==> src/rtl/uart_buffered.sv <==
// uart_buffered: buffered UART with TX/RX FIFOs, optional parity, 1 or 2 stop
// bits, a two-flop RX synchroniser, start-bit glitch rejection and sticky errors.
//
// Ports:
//   clk, reset        single clock, asynchronous active-high reset
//   data_in/_valid    TX word from producer; data_in_ready = TX FIFO not full
//   data_out/_valid   RX FIFO head (first-word fall-through); data_out_ready pops
//   serial_in         asynchronous RX line, idle high
//   serial_out        registered TX line, idle high
//   tx_busy           TX FIFO non-empty or a frame still on the line
//   rx_frame_err      sticky: stop bit sampled low
//   rx_parity_err     sticky: parity mismatch
//   rx_overrun        sticky: received word dropped, RX FIFO full
//   err_clear         pulse clearing the three sticky flags
module uart_buffered #(
  parameter int unsigned CLOCK_FREQ = 33_000_000,
  parameter int unsigned BAUD_RATE  = 115_200,
  parameter int unsigned DATA_WIDTH = 8,
  parameter int unsigned PARITY     = 0,
  parameter int unsigned STOP_BITS  = 1,
  parameter int unsigned TX_DEPTH   = 16,
  parameter int unsigned RX_DEPTH   = 16
) (
  input  logic                  clk,
  input  logic                  reset,
  input  logic [DATA_WIDTH-1:0] data_in,
  input  logic                  data_in_valid,
  output logic                  data_in_ready,
  output logic [DATA_WIDTH-1:0] data_out,
  output logic                  data_out_valid,
  input  logic                  data_out_ready,
  input  logic                  serial_in,
  output logic                  serial_out,
  output logic                  tx_busy,
  output logic                  rx_frame_err,
  output logic                  rx_parity_err,
  output logic                  rx_overrun,
  input  logic                  err_clear
);

  localparam int unsigned SYMBOL = CLOCK_FREQ / BAUD_RATE;
  localparam int unsigned CW     = $clog2(SYMBOL);
  localparam int unsigned TAW    = $clog2(TX_DEPTH);
  localparam int unsigned RAW    = $clog2(RX_DEPTH);
  localparam logic [CW-1:0] SYM_LAST  = CW'(SYMBOL - 1);
  localparam logic [CW-1:0] SYM_MID   = CW'(SYMBOL / 2 - 1);
  localparam logic [3:0]    BIT_LAST  = 4'(DATA_WIDTH - 1);
  localparam logic [3:0]    STOP_LAST = 4'(STOP_BITS - 1);

  typedef enum logic [2:0] {TX_IDLE, TX_START, TX_DATA, TX_PARITY, TX_STOP} tx_state_t;
  typedef enum logic [2:0] {RX_IDLE, RX_START, RX_DATA, RX_PARITY, RX_STOP, RX_WAIT} rx_state_t;

  // ---------------- TX FIFO ----------------
  logic [DATA_WIDTH-1:0] r_tx_mem [TX_DEPTH];
  logic [TAW:0]          r_tx_wr, r_tx_rd;
  logic                  w_tx_empty, w_tx_full, w_tx_push, w_tx_pop;
  logic [DATA_WIDTH-1:0] w_tx_head;
  logic                  w_tx_head_par;

  assign w_tx_empty    = (r_tx_wr == r_tx_rd);
  assign w_tx_full     = (r_tx_wr[TAW] != r_tx_rd[TAW]) && (r_tx_wr[TAW-1:0] == r_tx_rd[TAW-1:0]);
  assign w_tx_push     = data_in_valid && !w_tx_full;
  assign w_tx_head     = r_tx_mem[r_tx_rd[TAW-1:0]];
  assign w_tx_head_par = (PARITY == 2) ? ~^w_tx_head : ^w_tx_head;
  assign data_in_ready = !w_tx_full;

  always_ff @(posedge clk) begin
    if (w_tx_push) r_tx_mem[r_tx_wr[TAW-1:0]] <= data_in;
  end

  // ---------------- TX FSM ----------------
  tx_state_t             r_tx_state, w_tx_state_n;
  logic [CW-1:0]         r_tx_cnt, w_tx_cnt_n;
  logic [3:0]            r_tx_bit, w_tx_bit_n;
  logic [DATA_WIDTH-1:0] r_tx_shift, w_tx_shift_n;
  logic                  r_tx_par, w_tx_par_n;
  logic                  w_tx_line, w_tx_busy;
  logic                  r_serial_out, r_busy1, r_busy2;

  always_comb begin
    w_tx_state_n = r_tx_state;
    w_tx_cnt_n   = r_tx_cnt;
    w_tx_bit_n   = r_tx_bit;
    w_tx_shift_n = r_tx_shift;
    w_tx_par_n   = r_tx_par;
    w_tx_pop     = 1'b0;
    w_tx_line    = 1'b1;
    case (r_tx_state)
      TX_IDLE: begin
        if (!w_tx_empty) begin
          w_tx_pop     = 1'b1;
          w_tx_shift_n = w_tx_head;
          w_tx_par_n   = w_tx_head_par;
          w_tx_cnt_n   = '0;
          w_tx_bit_n   = '0;
          w_tx_state_n = TX_START;
        end
      end
      TX_START: begin
        w_tx_line = 1'b0;
        if (r_tx_cnt == SYM_LAST) begin
          w_tx_cnt_n   = '0;
          w_tx_state_n = TX_DATA;
        end else w_tx_cnt_n = r_tx_cnt + CW'(1);
      end
      TX_DATA: begin
        w_tx_line = r_tx_shift[0];
        if (r_tx_cnt == SYM_LAST) begin
          w_tx_cnt_n   = '0;
          w_tx_shift_n = r_tx_shift >> 1;
          if (r_tx_bit == BIT_LAST) begin
            w_tx_bit_n = '0;
            if (PARITY != 0) w_tx_state_n = TX_PARITY;
            else             w_tx_state_n = TX_STOP;
          end else w_tx_bit_n = r_tx_bit + 4'(1);
        end else w_tx_cnt_n = r_tx_cnt + CW'(1);
      end
      TX_PARITY: begin
        w_tx_line = r_tx_par;
        if (r_tx_cnt == SYM_LAST) begin
          w_tx_cnt_n   = '0;
          w_tx_state_n = TX_STOP;
        end else w_tx_cnt_n = r_tx_cnt + CW'(1);
      end
      TX_STOP: begin
        w_tx_line = 1'b1;
        if (r_tx_cnt == SYM_LAST) begin
          w_tx_cnt_n = '0;
          if (r_tx_bit == STOP_LAST) begin
            w_tx_bit_n = '0;
            // Reload straight from the FIFO so consecutive frames have no gap.
            if (!w_tx_empty) begin
              w_tx_pop     = 1'b1;
              w_tx_shift_n = w_tx_head;
              w_tx_par_n   = w_tx_head_par;
              w_tx_state_n = TX_START;
            end else w_tx_state_n = TX_IDLE;
          end else w_tx_bit_n = r_tx_bit + 4'(1);
        end else w_tx_cnt_n = r_tx_cnt + CW'(1);
      end
      default: w_tx_state_n = TX_IDLE;
    endcase
  end

  assign w_tx_busy  = !w_tx_empty || (r_tx_state != TX_IDLE);
  assign serial_out = r_serial_out;
  // serial_out lags the FSM by one cycle; the second stage holds busy one
  // cycle past the end of the last stop bit on the line.
  assign tx_busy    = r_busy1 | r_busy2;

  always_ff @(posedge clk or posedge reset) begin
    if (reset) begin
      r_tx_wr      <= '0;
      r_tx_rd      <= '0;
      r_tx_state   <= TX_IDLE;
      r_tx_cnt     <= '0;
      r_tx_bit     <= '0;
      r_tx_shift   <= '0;
      r_tx_par     <= 1'b0;
      r_serial_out <= 1'b1;
      r_busy1      <= 1'b0;
      r_busy2      <= 1'b0;
    end else begin
      if (w_tx_push) r_tx_wr <= r_tx_wr + (TAW+1)'(1);
      if (w_tx_pop)  r_tx_rd <= r_tx_rd + (TAW+1)'(1);
      r_tx_state   <= w_tx_state_n;
      r_tx_cnt     <= w_tx_cnt_n;
      r_tx_bit     <= w_tx_bit_n;
      r_tx_shift   <= w_tx_shift_n;
      r_tx_par     <= w_tx_par_n;
      r_serial_out <= w_tx_line;
      r_busy1      <= w_tx_busy;
      r_busy2      <= r_busy1;
    end
  end

  // ---------------- RX FSM ----------------
  logic                  r_sync1, r_sync2, r_rx_prev;
  rx_state_t             r_rx_state, w_rx_state_n;
  logic [CW-1:0]         r_rx_cnt, w_rx_cnt_n;
  logic [3:0]            r_rx_bit, w_rx_bit_n;
  logic [DATA_WIDTH-1:0] r_rx_shift, w_rx_shift_n;
  logic                  r_rx_par, w_rx_par_n;
  logic                  w_rx_par_bad, w_rx_push_req, w_ferr_evt, w_perr_evt;
  logic                  r_rx_push;
  logic [DATA_WIDTH-1:0] r_rx_word;

  assign w_rx_par_bad = (PARITY == 0) ? 1'b0 : ((^r_rx_shift ^ r_rx_par) != (PARITY == 2));

  always_comb begin
    w_rx_state_n  = r_rx_state;
    w_rx_cnt_n    = r_rx_cnt;
    w_rx_bit_n    = r_rx_bit;
    w_rx_shift_n  = r_rx_shift;
    w_rx_par_n    = r_rx_par;
    w_rx_push_req = 1'b0;
    w_ferr_evt    = 1'b0;
    w_perr_evt    = 1'b0;
    case (r_rx_state)
      RX_IDLE: begin
        if (r_rx_prev && !r_sync2) begin
          w_rx_cnt_n   = '0;
          w_rx_state_n = RX_START;
        end
      end
      RX_START: begin
        if (r_rx_cnt == SYM_MID) begin
          w_rx_cnt_n = '0;
          w_rx_bit_n = '0;
          if (r_sync2) w_rx_state_n = RX_IDLE;
          else         w_rx_state_n = RX_DATA;
        end else w_rx_cnt_n = r_rx_cnt + CW'(1);
      end
      RX_DATA: begin
        if (r_rx_cnt == SYM_LAST) begin
          w_rx_cnt_n   = '0;
          w_rx_shift_n = {r_sync2, r_rx_shift[DATA_WIDTH-1:1]};
          if (r_rx_bit == BIT_LAST) begin
            w_rx_bit_n = '0;
            if (PARITY != 0) w_rx_state_n = RX_PARITY;
            else             w_rx_state_n = RX_STOP;
          end else w_rx_bit_n = r_rx_bit + 4'(1);
        end else w_rx_cnt_n = r_rx_cnt + CW'(1);
      end
      RX_PARITY: begin
        if (r_rx_cnt == SYM_LAST) begin
          w_rx_cnt_n   = '0;
          w_rx_par_n   = r_sync2;
          w_rx_state_n = RX_STOP;
        end else w_rx_cnt_n = r_rx_cnt + CW'(1);
      end
      RX_STOP: begin
        if (r_rx_cnt == SYM_LAST) begin
          w_rx_cnt_n   = '0;
          w_rx_state_n = RX_WAIT;
          if (!r_sync2)          w_ferr_evt    = 1'b1;
          else if (w_rx_par_bad) w_perr_evt    = 1'b1;
          else                   w_rx_push_req = 1'b1;
        end else w_rx_cnt_n = r_rx_cnt + CW'(1);
      end
      RX_WAIT: begin
        if (r_sync2) w_rx_state_n = RX_IDLE;
      end
      default: w_rx_state_n = RX_IDLE;
    endcase
  end

  // ---------------- RX FIFO ----------------
  logic [DATA_WIDTH-1:0] r_rx_mem [RX_DEPTH];
  logic [RAW:0]          r_rx_wr, r_rx_rd;
  logic                  w_rx_empty, w_rx_full, w_rx_pop, w_rx_wr, w_ovr_evt;
  logic                  r_frame_err, r_parity_err, r_overrun;

  assign w_rx_empty = (r_rx_wr == r_rx_rd);
  assign w_rx_full  = (r_rx_wr[RAW] != r_rx_rd[RAW]) && (r_rx_wr[RAW-1:0] == r_rx_rd[RAW-1:0]);
  assign w_rx_pop   = data_out_ready && !w_rx_empty;
  // A pop in the same cycle frees the slot, so a push into a full FIFO is kept.
  assign w_rx_wr    = r_rx_push && (!w_rx_full || w_rx_pop);
  assign w_ovr_evt  = r_rx_push && w_rx_full && !w_rx_pop;

  assign data_out       = r_rx_mem[r_rx_rd[RAW-1:0]];
  assign data_out_valid = !w_rx_empty;
  assign rx_frame_err   = r_frame_err;
  assign rx_parity_err  = r_parity_err;
  assign rx_overrun     = r_overrun;

  always_ff @(posedge clk) begin
    if (w_rx_wr) r_rx_mem[r_rx_wr[RAW-1:0]] <= r_rx_word;
  end

  always_ff @(posedge clk or posedge reset) begin
    if (reset) begin
      r_sync1      <= 1'b1;
      r_sync2      <= 1'b1;
      r_rx_prev    <= 1'b1;
      r_rx_state   <= RX_IDLE;
      r_rx_cnt     <= '0;
      r_rx_bit     <= '0;
      r_rx_shift   <= '0;
      r_rx_par     <= 1'b0;
      r_rx_push    <= 1'b0;
      r_rx_word    <= '0;
      r_rx_wr      <= '0;
      r_rx_rd      <= '0;
      r_frame_err  <= 1'b0;
      r_parity_err <= 1'b0;
      r_overrun    <= 1'b0;
    end else begin
      r_sync1      <= serial_in;
      r_sync2      <= r_sync1;
      r_rx_prev    <= r_sync2;
      r_rx_state   <= w_rx_state_n;
      r_rx_cnt     <= w_rx_cnt_n;
      r_rx_bit     <= w_rx_bit_n;
      r_rx_shift   <= w_rx_shift_n;
      r_rx_par     <= w_rx_par_n;
      r_rx_push    <= w_rx_push_req;
      if (w_rx_push_req) r_rx_word <= r_rx_shift;
      if (w_rx_wr)  r_rx_wr <= r_rx_wr + (RAW+1)'(1);
      if (w_rx_pop) r_rx_rd <= r_rx_rd + (RAW+1)'(1);
      r_frame_err  <= (r_frame_err  && !err_clear) || w_ferr_evt;
      r_parity_err <= (r_parity_err && !err_clear) || w_perr_evt;
      r_overrun    <= (r_overrun    && !err_clear) || w_ovr_evt;
    end
  end

endmodule

==> config.mk <==
export PLATFORM = sky130hd
export DESIGN_NAME = uart_buffered
export DESIGN_NICKNAME = d
export VERILOG_FILES = /design/src/rtl/uart_buffered.sv
export SDC_FILE = /design/constraint.sdc
export NUM_CORES = 1
export LEC_CHECK = 0
export BUFFER_PORTS_ARGS = -buffer_cell sky130_fd_sc_hd__buf_2
export CORE_ASPECT_RATIO = 2
export CORE_UTILIZATION = 65
export CTS_CLUSTER_SIZE = 16
export DETAILED_ROUTE_END_ITERATION = 10
export PLACE_DENSITY = 0.82
export SYNTH_ARGS = -nofsm -noshare
export SYNTH_HDL_FRONTEND = slang
export SYNTH_SLANG_ARGS = --single-unit
==> constraint.sdc <==
create_clock -name clk -period 7.6 [get_ports clk]
set_clock_uncertainty 0.15 [all_clocks]
set_input_delay 0.76 -clock clk [delete_from_list [all_inputs] [get_ports clk]]
set_output_delay 0.76 -clock clk [all_outputs]
set_load 0.005 [all_outputs]
* Yosys cells after proc, flatten, opt, wreduce, memory -nomap -nowiden
Memory sizes are Yosys's and may differ from the RTL's.
Cells that the tools add are included.
** Operators by class
- Add/sub/neg operators :: 8
- Equal/unequal tests :: 34
- Mux-type cells :: 59
- Bitwise gates (word level) :: 1
- Reduce and logical (&&, ||, !) cells :: 43
** Operator list (number)
- two-way mux 9 bit :: 5
- two-way mux 3 bit :: 14
- two-way mux 4 bit :: 8
- two-way mux 8 bit :: 4
- inequality test 2 bit, second input constant :: 14
- case mux 9 bit (3 select lines) :: 1
- case mux 8 bit (3 select lines) :: 1
- adder 5 x 1 -> 5 bit, second input constant :: 4
- adder 9 x 1 -> 9 bit, second input constant :: 2
- == test 9 bit, second input constant :: 2
- case mux 3 bit (6 select lines) :: 1
- case mux 9 bit (2 select lines) :: 1
- two-way mux 1 bit :: 17
- case mux 3 bit (5 select lines) :: 1
- AND reduction 7 bit :: 2
- == test 3 x 2 -> 1 bit, second input constant :: 4
- case mux 4 bit (3 select lines) :: 1
- logical AND 1 bit :: 11
- == test 5 bit :: 2
- == test 3 bit, second input constant :: 3
- == test 9 x 8 -> 1 bit, second input constant :: 1
- nonzero test 3 bit :: 3
- adder 4 x 1 -> 4 bit, second input constant :: 2
- == test 4 x 3 -> 1 bit, second input constant :: 2
- 19 further kinds :: 39
** Storage, ports and cells
- Bits in registers :: 87
- Memory bits (writable) :: 256
- Input port bits :: 14
- Output and inout bits :: 15
- Memories :: 2
** Memory list
- r_rx_mem :: words 16, width 8, read ports 1, clocked after memory_dff 0, wr ports 1, RTL line 249 : logic [DATA_WIDTH-1:0] r_rx_mem [RX_DEPTH];
- r_tx_mem :: words 16, width 8, read ports 1, clocked after memory_dff 0, wr ports 1, RTL line 54 : logic [DATA_WIDTH-1:0] r_tx_mem [TX_DEPTH];

* Longest topological paths before layout
- Word-level depth :: 7
- Mapped depth :: 9
- Depth with buffers taken out :: 9

* Worst setup path after synthesis
Ideal clock, no wire load.
- Path kind :: flip-flop to output port
- From :: register r_rx_rd[0]
- To :: output port data_out[0]
- Arrival time :: 2263 ps
- Setup slack :: 4427 ps
- Cell stages (with the launch flop) :: 5
- Path through :: dfrtp_1 > clkbuf_1 > buf_1 > mux4_2 > mux4_2
** On the way
- Cells in the longest elaborated chain, start to end :: 1
** RTL lines
- start: declaration :: RTL line 250 : logic [RAW:0] r_rx_wr, r_rx_rd;
- start signal: assignment :: RTL line 300 : if (w_rx_pop) r_rx_rd <= r_rx_rd + (RAW+1)'(1);
- memory read (16 x 8 bit)
- end: declaration :: RTL line 29 : output logic [DATA_WIDTH-1:0] data_out,
Every way passes these cells.

* Worst setup path in the final report
- From :: register r_rx_rd[0]
- To :: output port data_out[2]
The elaborated chain is that of the path after synthesis.

==> flow_summary.json <==
{
  "setup_viol": 0,
  "synth_seq_cells": 343,
  "avgRoutedWirePerCell_um": 24.5,
  "p_per_area_nw_per_um2": 265,
  "worstRegToRegCells": 5,
  "die_w_um": 107,
  "coreArea_um2": 21600,
  "synth_top_cell_area_share_pct": 53.6,
  "htreeDepth": 1,
  "ys_seq_area_share_pct": 68.9,
  "design_area_um2": 15500,
  "area_delta_synth_final_pct": 8.06,
  "place_area_um2": 14600,
  "firstDrtPassIters": 5,
  "hold_path.class": "input port to register",
  "r2r_setup_slack_ns": 3.82,
  "layout.cells.non_filler": 1183,
  "fmax_mhz": 254,
  "final.min_clock_period_ns": 3.93,
  "setup_slack_ns": 3.67,
  "syn_nets": 901,
  "place.gp.congestion": 0.834,
  "fin_crit_sh_pct": 51.7,
  "rows": 76,
  "clkSinkCount": 343,
  "final_common_cell": "edfxtp_1",
  "layout_common_cells": "edfxtp_1 (256), dfrtp_1 (81), nand2_1 (77)",
  "outcome": "completed",
  "async_flop_share_pct": 25.4,
  "clkLatencyLatePin_ns": 0.56,
  "end_kind": "primary output",
  "io_buffers": 28,
  "internal_power_mw": 3.05,
  "fill_cells": 1238,
  "wl_um": 29000,
  "rsz0062_at_grt": "no",
  "ys_top_cells_by_area": "edfxtp_1 (54%), dfrtp_1 (14%), mux4_2 (9.9%)",
  "fin_util_pct": 71.7,
  "ant_nets": 0,
  "hpwlAfterDp_um": 20100,
  "route.detailed.drc": 0,
  "cp_max_fo": 36,
  "grt_pass1_vias": 8140,
  "grt_max_degree": 84,
  "p_sw_mw": 1.05,
  "worstSetupPathType": "register to primary output",
  "power.leakage_nw": 5.85,
  "synth_flop_cell": "edfxtp_1",
  "grt-ovfl-total": 0,
  "worst_ir_drop_vdd_mv": 0.283,
  "gr-usage-all-layers_pct": 27.6,
  "finalPower_mw": 4.10,
  "start_util_pct": 66.4,
  "hold_end": "r_sync1",
  "grt_pass1_wl_um": 45600,
  "pin_count": 29,
  "dp_cells": 1132,
  "via_per_inst": 6.42,
  "cp.required_ns": 6.69,
  "max_slew_margin_pct": 16.0,
  "syn_area_um2": 14300,
  "worst_pin_slew_ns": 1.25,
  "synth_cell_types": 60,
  "synth_area_per_cell_um2": 16.5,
  "cts.clk_slew.worst_paths_ns": 0.07,
  "combPwrFrac_pct": 11.6,
  "via_count": 7595,
  "r2r_end": "r_rx_mem[3][3]",
  "drt_iter0_markers": 465,
  "clkPwrFrac_pct": 32.9,
  "p_seq_share_pct": 55.5,
  "layout-drive-gt1-share_pct": 18.0,
  "min_from": "serial_in",
  "switching_share_pct": 25.6,
  "drv_cap": 0,
  "hold_violations": 0,
  "synth_edf_count": 256,
  "ctsResizeCount": 0,
  "crit_arrival_ns": 3.02,
  "whs_ns": 0.168,
  "netlist_instances": 869,
  "root_buffer": "clkbuf_16",
  "dieHeight_um": 212,
  "pre_cts_ws_ns": 3.79,
  "tns_ns": 0,
  "slew_viol_final": 0,
  "cp-start-kind": "register",
  "cts_tree": "built",
  "finalNetCount": 921,
  "die-area_um2": 22700,
  "antenna_found_initial": 1,
  "synth.largest_area_cell": "edfxtp_1",
  "yosysWarnings": 0,
  "reg2reg_from": "r_rx_rd[0]",
  "ctsLongestPathBuffers": 3,
  "whs_path_depth": 1,
  "numCtsBuffers": 27
}
cell usage after synthesis, types with 2 or more instances:
cell and number:
edfxtp_1 256, dfrtp_1 83, nand2_1 77, mux4_2 63
nor2_1 51, o21ai_0 39, mux2i_1 25, clkbuf_1 24
xor2_1 21, inv_1 20, ha_1 18, xnor2_1 18
mux2_2 17, nand3_1 16, nor3_1 16, buf_2 9
mux4_1 9, nand2b_1 9, a21oi_1 8, nand4_1 7
nor2b_1 7, and3_1 6, o31ai_1 6, buf_1 5
o41ai_1 5, dfstp_2 4, a21o_1 3, o21ai_1 3
or2_2 3, or3_1 3, a22o_1 2, a31oi_1 2
a32o_1 2, and2_1 2, buf_4 2, buf_6 2
nor4_1 2, or4_1 2
registers in the layout, summed over array words and instances (netlist names), 3 cells and up:
register,flops
r_rx_word,8
r_tx_state,3
r_tx_wr,5
r_tx_bit,4
r_rx_cnt,9
r_rx_state,3
r_rx_wr,5
r_rx_shift,8
r_rx_bit,4
r_rx_mem,128
r_tx_rd,5
r_tx_cnt,9
r_rx_rd,5
r_tx_mem,128
r_tx_shift,8
final cells by class:
| class | count | area (µm²) | share of cell area, % |
|---|---|---|---|
| clock buffers | 37 | 744 | 4.81 |
| well taps | 273 | 342 | 2.21 |
| multi-input cells | 463 | 4170 | 27.0 |
| flip-flops and latches | 343 | 9870 | 63.8 |
| diodes | 1 | 2.50 | 0.0162 |
| repair buffers | 34 | 188 | 1.21 |
| clock inverters | 12 | 86.3 | 0.558 |
| inverters | 20 | 76.3 | 0.493 |
cells by family after synthesis:
family,Yosys count,synth area share (%)
adders and majority gates,18,1.57
DFF,343,68.9
xor gates and xnor gates,40,2.54
AOI/OAI and AO/OA,80,3.49
and+or+nand+nor,211,6.89
muxes,114,14.6
buffers and inverters,63,2.00
metal layers:
layer | vias up | GRT usage (%) | share of wire, %
met3 | 75 | 2.70 | 3.4
met4 | 0 | 13.7 | 4.5
met2 | 250 | 55.0 | 60
li1 | 3358 | - | -
met1 | 3912 | 27.4 | 32
met5 | - | 0 | 0
what timing repair did:
item,CTS,global route
endpoints found under the hold margin,4,0
endpoints found under the setup margin,0,0
setup buffers,0,0
hold buffers,1,0
how the worst max path moves through the flow:
stage                     from              to  slack, ns  cells after the start
detailed placement  r_rx_rd[0]  r_rx_mem[3][0]       3.79                      5
floorplan           r_rx_rd[0]     data_out[0]       4.43                      4
global placement    r_rx_rd[0]  r_rx_mem[3][0]       4.07                      5
CTS                 r_rx_rd[0]     data_out[2]       3.61                      3
finish              r_rx_rd[0]     data_out[2]       3.67                      3
global route        r_rx_rd[0]     data_out[6]       3.52                      3
critical path: stages, from the launching register on:
cell,delay (ns)
dfrtp_2,1.14
mux4_2,0.66
mux4_2,0.49
buf_2,0.16
power by group through the flow:
stage          combinational [mW]  clock, mW  sequential, mW
2_1_floorplan               0.456          0            2.19
3_3_place_gp                0.444          0            2.30
3_5_place_dp                0.472          0            2.32
4_1_cts                     0.478       1.36            2.28
5_1_grt                     0.521       1.43            2.30
6_report                    0.475       1.35            2.28
No activity file was read; power rests on OpenSTA's default activity.
